## src/rtl/cnn_operand_loader_if.sv

```systemverilog
// Stream-in / frame-out bundle for the CNN operand loader.
// Latency: n/a (signal bundle only).
// Backpressure: S_Ready throttles the byte stream; Frm_Ack releases a held frame.
// Ports: S_Data/S_Valid/S_Last/S_Ready byte stream; Pix_Flat/Wgt_Flat frame buses;
//        Frm_Valid/Frm_Ack frame handshake; Frame_Err framing-error pulse.
interface cnn_operand_loader_if #(
    parameter int DATA_W = 8,
    parameter int N_IN   = 16,
    parameter int N_FILT = 4
);
    logic [DATA_W-1:0]             S_Data;
    logic                          S_Valid;
    logic                          S_Last;
    logic                          S_Ready;
    logic [N_IN*DATA_W-1:0]        Pix_Flat;
    logic [N_FILT*N_IN*DATA_W-1:0] Wgt_Flat;
    logic                          Frm_Valid;
    logic                          Frm_Ack;
    logic                          Frame_Err;

    // Producer/consumer side: drives the stream and acknowledges frames.
    modport master (
        output S_Data, S_Valid, S_Last, Frm_Ack,
        input  S_Ready, Pix_Flat, Wgt_Flat, Frm_Valid, Frame_Err
    );

    // Loader side.
    modport slave (
        input  S_Data, S_Valid, S_Last, Frm_Ack,
        output S_Ready, Pix_Flat, Wgt_Flat, Frm_Valid, Frame_Err
    );
endinterface

```

## src/rtl/cnn_operand_loader.sv

```systemverilog
// Byte-serial loader: assembles 16 pixels + 4x16 weights into flat buses for the CNN core.
// Latency: Frm_Valid rises one edge after the final beat; best-case frame period FRM_LEN+1.
// Backpressure: S_Ready low while a frame is held, until the cycle after Frm_Ack.
// Ports: Clk, Rst (sync, active-high); bus = slave side of cnn_operand_loader_if.
module cnn_operand_loader #(
    parameter int DATA_W = 8,
    parameter int N_IN   = 16,
    parameter int N_FILT = 4
) (
    input  logic                   Clk,
    input  logic                   Rst,
    cnn_operand_loader_if.slave    bus
);
    localparam int FRM_LEN = N_IN * (1 + N_FILT);
    localparam int CNT_W   = $clog2(FRM_LEN);
    localparam int PIX_W   = N_IN * DATA_W;
    localparam int WGT_W   = N_FILT * N_IN * DATA_W;

    typedef enum logic [1:0] {
        LOAD_IN = 2'd0,
        LOAD_W  = 2'd1,
        HOLD    = 2'd2
    } state_e;

    state_e             state_q, state_d;
    logic [CNT_W-1:0]   cnt_q, cnt_d;
    logic [PIX_W-1:0]   pix_q, pix_d;
    logic [WGT_W-1:0]   wgt_q, wgt_d;
    logic               frm_vld_q, frm_vld_d;
    logic               frame_err_q, frame_err_d;

    logic               s_rdy;
    logic               accept;
    logic               at_end;
    logic               bad_last;
    logic [CNT_W-1:0]   wgt_idx;

    // State register: every flop in the block, including the data buses.
    always_ff @(posedge Clk) begin
        if (Rst) begin
            state_q     <= LOAD_IN;
            cnt_q       <= '0;
            pix_q       <= '0;
            wgt_q       <= '0;
            frm_vld_q   <= 1'b0;
            frame_err_q <= 1'b0;
        end else begin
            state_q     <= state_d;
            cnt_q       <= cnt_d;
            pix_q       <= pix_d;
            wgt_q       <= wgt_d;
            frm_vld_q   <= frm_vld_d;
            frame_err_q <= frame_err_d;
        end
    end

    // Next-state and datapath.
    always_comb begin
        state_d     = state_q;
        cnt_d       = cnt_q;
        pix_d       = pix_q;
        wgt_d       = wgt_q;
        frm_vld_d   = frm_vld_q;
        frame_err_d = 1'b0;

        accept   = bus.S_Valid && s_rdy;
        at_end   = (cnt_q == CNT_W'(FRM_LEN - 1));
        // S_Last must coincide exactly with the last beat position.
        bad_last = (bus.S_Last != at_end);
        wgt_idx  = cnt_q - CNT_W'(N_IN);

        // Byte write happens on every accepted beat, including an erroneous one;
        // stale bytes are simply overwritten by the next frame.
        if (accept) begin
            if (cnt_q < CNT_W'(N_IN)) begin
                pix_d[int'(cnt_q)*DATA_W +: DATA_W] = bus.S_Data;
            end else begin
                wgt_d[int'(wgt_idx)*DATA_W +: DATA_W] = bus.S_Data;
            end
        end

        case (state_q)
            LOAD_IN, LOAD_W: begin
                if (accept) begin
                    if (bad_last) begin
                        frame_err_d = 1'b1;
                        cnt_d       = '0;
                        state_d     = LOAD_IN;
                    end else if (at_end) begin
                        frm_vld_d = 1'b1;
                        cnt_d     = '0;
                        state_d   = HOLD;
                    end else begin
                        cnt_d = cnt_q + CNT_W'(1);
                        if (cnt_q == CNT_W'(N_IN - 1)) begin
                            state_d = LOAD_W;
                        end
                    end
                end
            end
            HOLD: begin
                if (bus.Frm_Ack) begin
                    frm_vld_d = 1'b0;
                    state_d   = LOAD_IN;
                end
            end
            default: begin
                state_d = LOAD_IN;
                cnt_d   = '0;
            end
        endcase
    end

    // Outputs: ready is a decode of state only, gated by reset.
    always_comb begin
        s_rdy = ((state_q == LOAD_IN) || (state_q == LOAD_W)) && !Rst;
    end

    assign bus.S_Ready   = s_rdy;
    assign bus.Pix_Flat  = pix_q;
    assign bus.Wgt_Flat  = wgt_q;
    assign bus.Frm_Valid = frm_vld_q;
    assign bus.Frame_Err = frame_err_q;

endmodule

```

## src/flat_wrapper.sv

```systemverilog
// flat-port wrapper written by rule: the top's interface ports become plain ports
module cnn_operand_loader_flat 
#(
    parameter int DATA_W = 8,
    parameter int N_IN   = 16,
    parameter int N_FILT = 4
)
  (Clk, Rst, bus_S_Data, bus_S_Valid, bus_S_Last, bus_Frm_Ack, bus_S_Ready, bus_Pix_Flat, bus_Wgt_Flat, bus_Frm_Valid, bus_Frame_Err);
  cnn_operand_loader_if #(.DATA_W(DATA_W), .N_IN(N_IN), .N_FILT(N_FILT)) bus_i ();
  input  logic Clk;
  input  logic Rst;
  input wire logic [$bits(bus_i.S_Data)-1:0] bus_S_Data;
  input wire logic [$bits(bus_i.S_Valid)-1:0] bus_S_Valid;
  input wire logic [$bits(bus_i.S_Last)-1:0] bus_S_Last;
  input wire logic [$bits(bus_i.Frm_Ack)-1:0] bus_Frm_Ack;
  output wire logic [$bits(bus_i.S_Ready)-1:0] bus_S_Ready;
  output wire logic [$bits(bus_i.Pix_Flat)-1:0] bus_Pix_Flat;
  output wire logic [$bits(bus_i.Wgt_Flat)-1:0] bus_Wgt_Flat;
  output wire logic [$bits(bus_i.Frm_Valid)-1:0] bus_Frm_Valid;
  output wire logic [$bits(bus_i.Frame_Err)-1:0] bus_Frame_Err;
  assign bus_i.S_Data = bus_S_Data;
  assign bus_i.S_Valid = bus_S_Valid;
  assign bus_i.S_Last = bus_S_Last;
  assign bus_i.Frm_Ack = bus_Frm_Ack;
  assign bus_S_Ready = bus_i.S_Ready;
  assign bus_Pix_Flat = bus_i.Pix_Flat;
  assign bus_Wgt_Flat = bus_i.Wgt_Flat;
  assign bus_Frm_Valid = bus_i.Frm_Valid;
  assign bus_Frame_Err = bus_i.Frame_Err;
  cnn_operand_loader #(.DATA_W(DATA_W), .N_IN(N_IN), .N_FILT(N_FILT)) u_core (.Clk(Clk), .Rst(Rst), .bus(bus_i));
endmodule
```

## config.mk

```make
export PLATFORM = sky130hd
export DESIGN_NAME = cnn_operand_loader_flat
export DESIGN_NICKNAME = d
export VERILOG_FILES = /design/src/rtl/cnn_operand_loader_if.sv /design/src/rtl/cnn_operand_loader.sv /design/src/flat_wrapper.sv
export SDC_FILE = /design/constraint.sdc
export NUM_CORES = 1
export LEC_CHECK = 0
export BUFFER_PORTS_ARGS = -buffer_cell sky130_fd_sc_hd__buf_2
export CORE_AREA = 8 8 252 254
export CTS_CLUSTER_SIZE = 28
export DETAILED_ROUTE_END_ITERATION = 16
export DIE_AREA = 0 0 260 262
export HOLD_SLACK_MARGIN = 0.15
export PLACE_DENSITY = 0.82
export SYNTH_ARGS = -nofsm -noshare
export SYNTH_HDL_FRONTEND = slang
export SYNTH_SLANG_ARGS = --single-unit
```

## constraint.sdc

```tcl
create_clock -name Clk -period 3.9 [get_ports Clk]
set_input_delay 0.195 -clock Clk [delete_from_list [all_inputs] [get_ports Clk]]
set_output_delay 0.195 -clock Clk [all_outputs]
set_load 0.02 [all_outputs]
```

==> metrics.csv <==
stage,metric,value,unit
detailed_routing,drt-pass1-iter-count,7,
floorplan,num_io_pins,656,
clock_network,cts-buffers-inserted,68,
sta,fin_skew,0.0209,ns
layout,nets,3270,
setup_path,cp_max_fo,10,
setup_path,crit_buf_inv,2,
min_path,worstHoldPathCells,2,
global_routing,overflow,0,
sta,finalSetupViolCount,0,
floorplan,die_w,260,um
clock_network,clk-insertion-delay-late,0.60,ns
sta,fin_ws,0.0784,ns
sta,fin_crit_sh,98.0,%
logic_synthesis,synth_area_per_cell,10.2,um2
detailed_routing,vias,22700,
floorplan,die_area,68100,um2
logic_synthesis,syn_inst,2615,
logic_synthesis,synth_nets,2638,
setup_path,cp.required,4.42,ns
logic_synthesis,synth_flop_cell,dfxtp_1,
floorplan,fp-row-count,90,
detailed_routing,drt_first_iter_violations,2054,
clock_network,cts_tree,done,
sta,rsz0062_at_grt,true,
logic_synthesis,synthSimpleGateAreaFrac,23.5,%
setup_path,arrival,4.35,ns
setup_path,critPathLaunchType,register,
logic_synthesis,yosys_warnings,0,
setup_path,worst_r2r_path_depth,10,
clock_network,path_clk_slew,0.07,ns
power_and_ir_drop,power,14.5,mW
clock_network,clock_sinks,651,
clock_network,clockBufferDepth,3,
place,dp_slack,-0.226,ns
clock_network,clockRootBuffer,clkbuf_16,
power_and_ir_drop,p_leak,15.3,nW
setup_path,path_delay_family,simple AND/OR/NAND/NOR gates,
global_routing,antenna_found_initial,1,
sta,timing.hold.ws,0.449,ns
layout,syn_to_final_growth,25.2,%
logic_synthesis,synthMuxAreaShare,16.9,%
logic_synthesis,synth_edf_count,0,
logic_synthesis,synthAdderAreaFrac,0.471,%
sta,max_slew_margin,24.0,%
sta,setup_tns,0,ns
layout,n_antenna_cell,0,
setup_path,endpoint_kind,register,
logic_synthesis,synth_compound_area_share,6.86,%
detailed_routing,drt-total-wl,100,mm
floorplan,start_util,44.6,%
floorplan,core-area,59600,um2
run,drv_cap,0,
place,port_buffers,655,
setup_path,critical_path_depth,10,
place,place_congestion,0.904,
logic_synthesis,synthArstFlopShare,0,%
detailed_routing,route.detailed.drc,0,
setup_path,crit_slowest_cell,or3_1,
sta,slew_violations,0,
setup_path,path_common_cell,ha_1,
logic_synthesis,ys_types,66,
run_status,status,finished clean,
layout,layout-drive-gt1-share,27.0,%
setup_path,slowest_delay,0.65,ns
global_routing,grt_pass1_vias,21900,
sta,hold_violations,0,
global_routing,grt_start_max_net_pins,260,
power_and_ir_drop,peakVddDrop,376,uV
detailed_routing,postRouteAntennaNets,0,
global_routing,grt_pass1_wl,143,mm
detailed_routing,wl_per_cell,24.5,um
floorplan,die_h,262,um
layout,layout_commonest_cell,buf_2,
logic_synthesis,synth-seq-cells,651,
place,dpl.hpwl,73.2,mm
global_routing,grt_usage,27.5,%
setup_path,worstSetupPathType,register to register,
logic_synthesis,synth_xor_area_share,0.396,%
logic_synthesis,synth_top_family_by_area,simple AND/OR/NAND/NOR gates,
logic_synthesis,yosysSeqAreaShare,49.0,%
power_and_ir_drop,power_density,435,nW/um2
detailed_routing,vias_per_cell,5.55,
layout,final_cell_mix,"buf_2, dfxtp_1, mux2i_1, nand2b_1, nand2_1",
sta,layout_min_cycle_time,3.82,ns
setup_path,worstPathCellList,inv_1 > ha_1 > xnor2_2 > ha_1 > nor4bb_1 > and2_1 > buf_4 > o21ai_2 > or3_1 > mux2i_1,
sta,max_slew.worst_pin.slew,1.14,ns
clock_network,h-tree-depth,3,
logic_synthesis,synth_area,26600,um2
sta,fmax,262,MHz
min_path,holdCritPathClass,register to register,
final timing paths:
check / from / endpoint / slack [ns]
worst max register to register: u_core.cnt_q[5] / u_core.bus.Wgt_Flat[67] / 0.08
worst min register to register: u_core.bus.Pix_Flat[37] / u_core.bus.Pix_Flat[37] / 0.45
worst max-delay path: u_core.cnt_q[5] / u_core.bus.Wgt_Flat[67] / 0.08
worst min-delay path: u_core.bus.Pix_Flat[37] / u_core.bus.Pix_Flat[37] / 0.45
layout make-up:
type                       instances  area [um2]
tap                              782         978
timing repair buffer             729        3890
sequential                       651       13000
inverter                          17        63.8
fill                            5113       26300
clock buffer                      91        1950
multi-input combinational       1780       12900
clock inverter                    32         494
power by group:
group | internal, mW | total, mW | switching, mW
clock network | 4.28 | 7.11 | 2.83
registers | 6.65 | 6.66 | 0.00299
logic | 0.207 | 0.693 | 0.487
total | 11.1 | 14.5 | 3.31
registers in the layout, summed over array words and instances (netlist names):
register	count
u_core.bus.Wgt_Flat	512
u_core.bus.Frame_Err	1
u_core.bus.Frm_Valid	1
u_core.cnt_q	7
u_core.bus.Pix_Flat	128
u_core.state_q	2
kinds of logic (layout without fill, tap and decap cells):
family / Yosys count / in the layout
AO/OA/AOI/OAI: 262 / 262
XOR/XNOR: 12 / 12
adder cells (fa/ha/maj): 10 / 10
buffers and inverters: 184 / 869
flip-flops: 651 / 651
multiplexers: 449 / 449
AND/OR/NAND/NOR: 1047 / 1047
per-layer routing:
| metal | up-vias | wire length (um) | GRT usage (%) |
|---|---|---|---|
| met1 | 11000 | 39400 | 33.2 |
| met4 | 0 | 4200 | 12.6 |
| met2 | 1134 | 46900 | 45.1 |
| li1 | 10300 | - | - |
| met3 | 214 | 9570 | 8.05 |
| met5 | - | 0 | 0 |
worst register-to-register path, cell delays in order (launching register included):
cell and delay, ns:
dfxtp_1 0.42, inv_1 0.16, ha_1 0.25, xnor2_2 0.35, ha_1 0.20, nor4bb_1 0.42
and2_1 0.48, buf_4 0.25, o21ai_2 0.28, or3_1 0.66, mux2i_1 0.27
metrics by stage:
| step | instances | area [um2] | utilization [%] |
|---|---|---|---|
| after global routing | 4082 | 33300 | 55.8 |
| final | 4082 | 33300 | 55.8 |
| after floorplan | 2615 | 26600 | - |
| after CTS | 4080 | 33200 | 55.8 |
| after detailed placement | 3943 | 30600 | 51.4 |
| after global placement | 3943 | 30600 | 51.4 |
cells in the mapped netlist, types with 3 or more instances:
cell type	number	area share [%]
buf_2	16	0.30
and2_1	14	0.33
o31ai_1	66	1.9
nor3_1	9	0.17
a2111oi_2	3	0.17
buf_1	7	0.099
or3b_2	3	0.099
nor4_4	4	0.32
a21oi_1	73	1.4
clkbuf_1	140	2.0
nand3b_1	121	3.4
nor2_1	71	1.0
o41ai_1	9	0.30
o21ai_0	66	1.2
nand3_1	115	2.2
nand4_1	13	0.31
buf_6	4	0.17
nand2b_1	441	10
a2111oi_4	6	0.62
ha_1	10	0.47
xnor2_1	8	0.26
mux2i_1	449	17
or3_1	36	0.85
nand2_1	160	2.3
nor3_2	4	0.15
nor3b_1	5	0.14
and3_1	6	0.14
inv_1	16	0.23
nor3_4	13	0.80
nor2b_1	11	0.26
dfxtp_1	651	49
o22ai_1	4	0.094
xor2_1	4	0.13
o2111ai_1	14	0.46
or2_2	3	0.071
what timing repair did:
item | CTS | global route
endpoints found under the hold margin | 141 | 0
pin swaps | 0 | 0
endpoints found under the setup margin | 43 | 269
setup buffers | 0 | 2
gates resized for setup | 2 | 3
hold buffers | 14 | 0
Note: power is estimated with default switching activity, not from simulation.
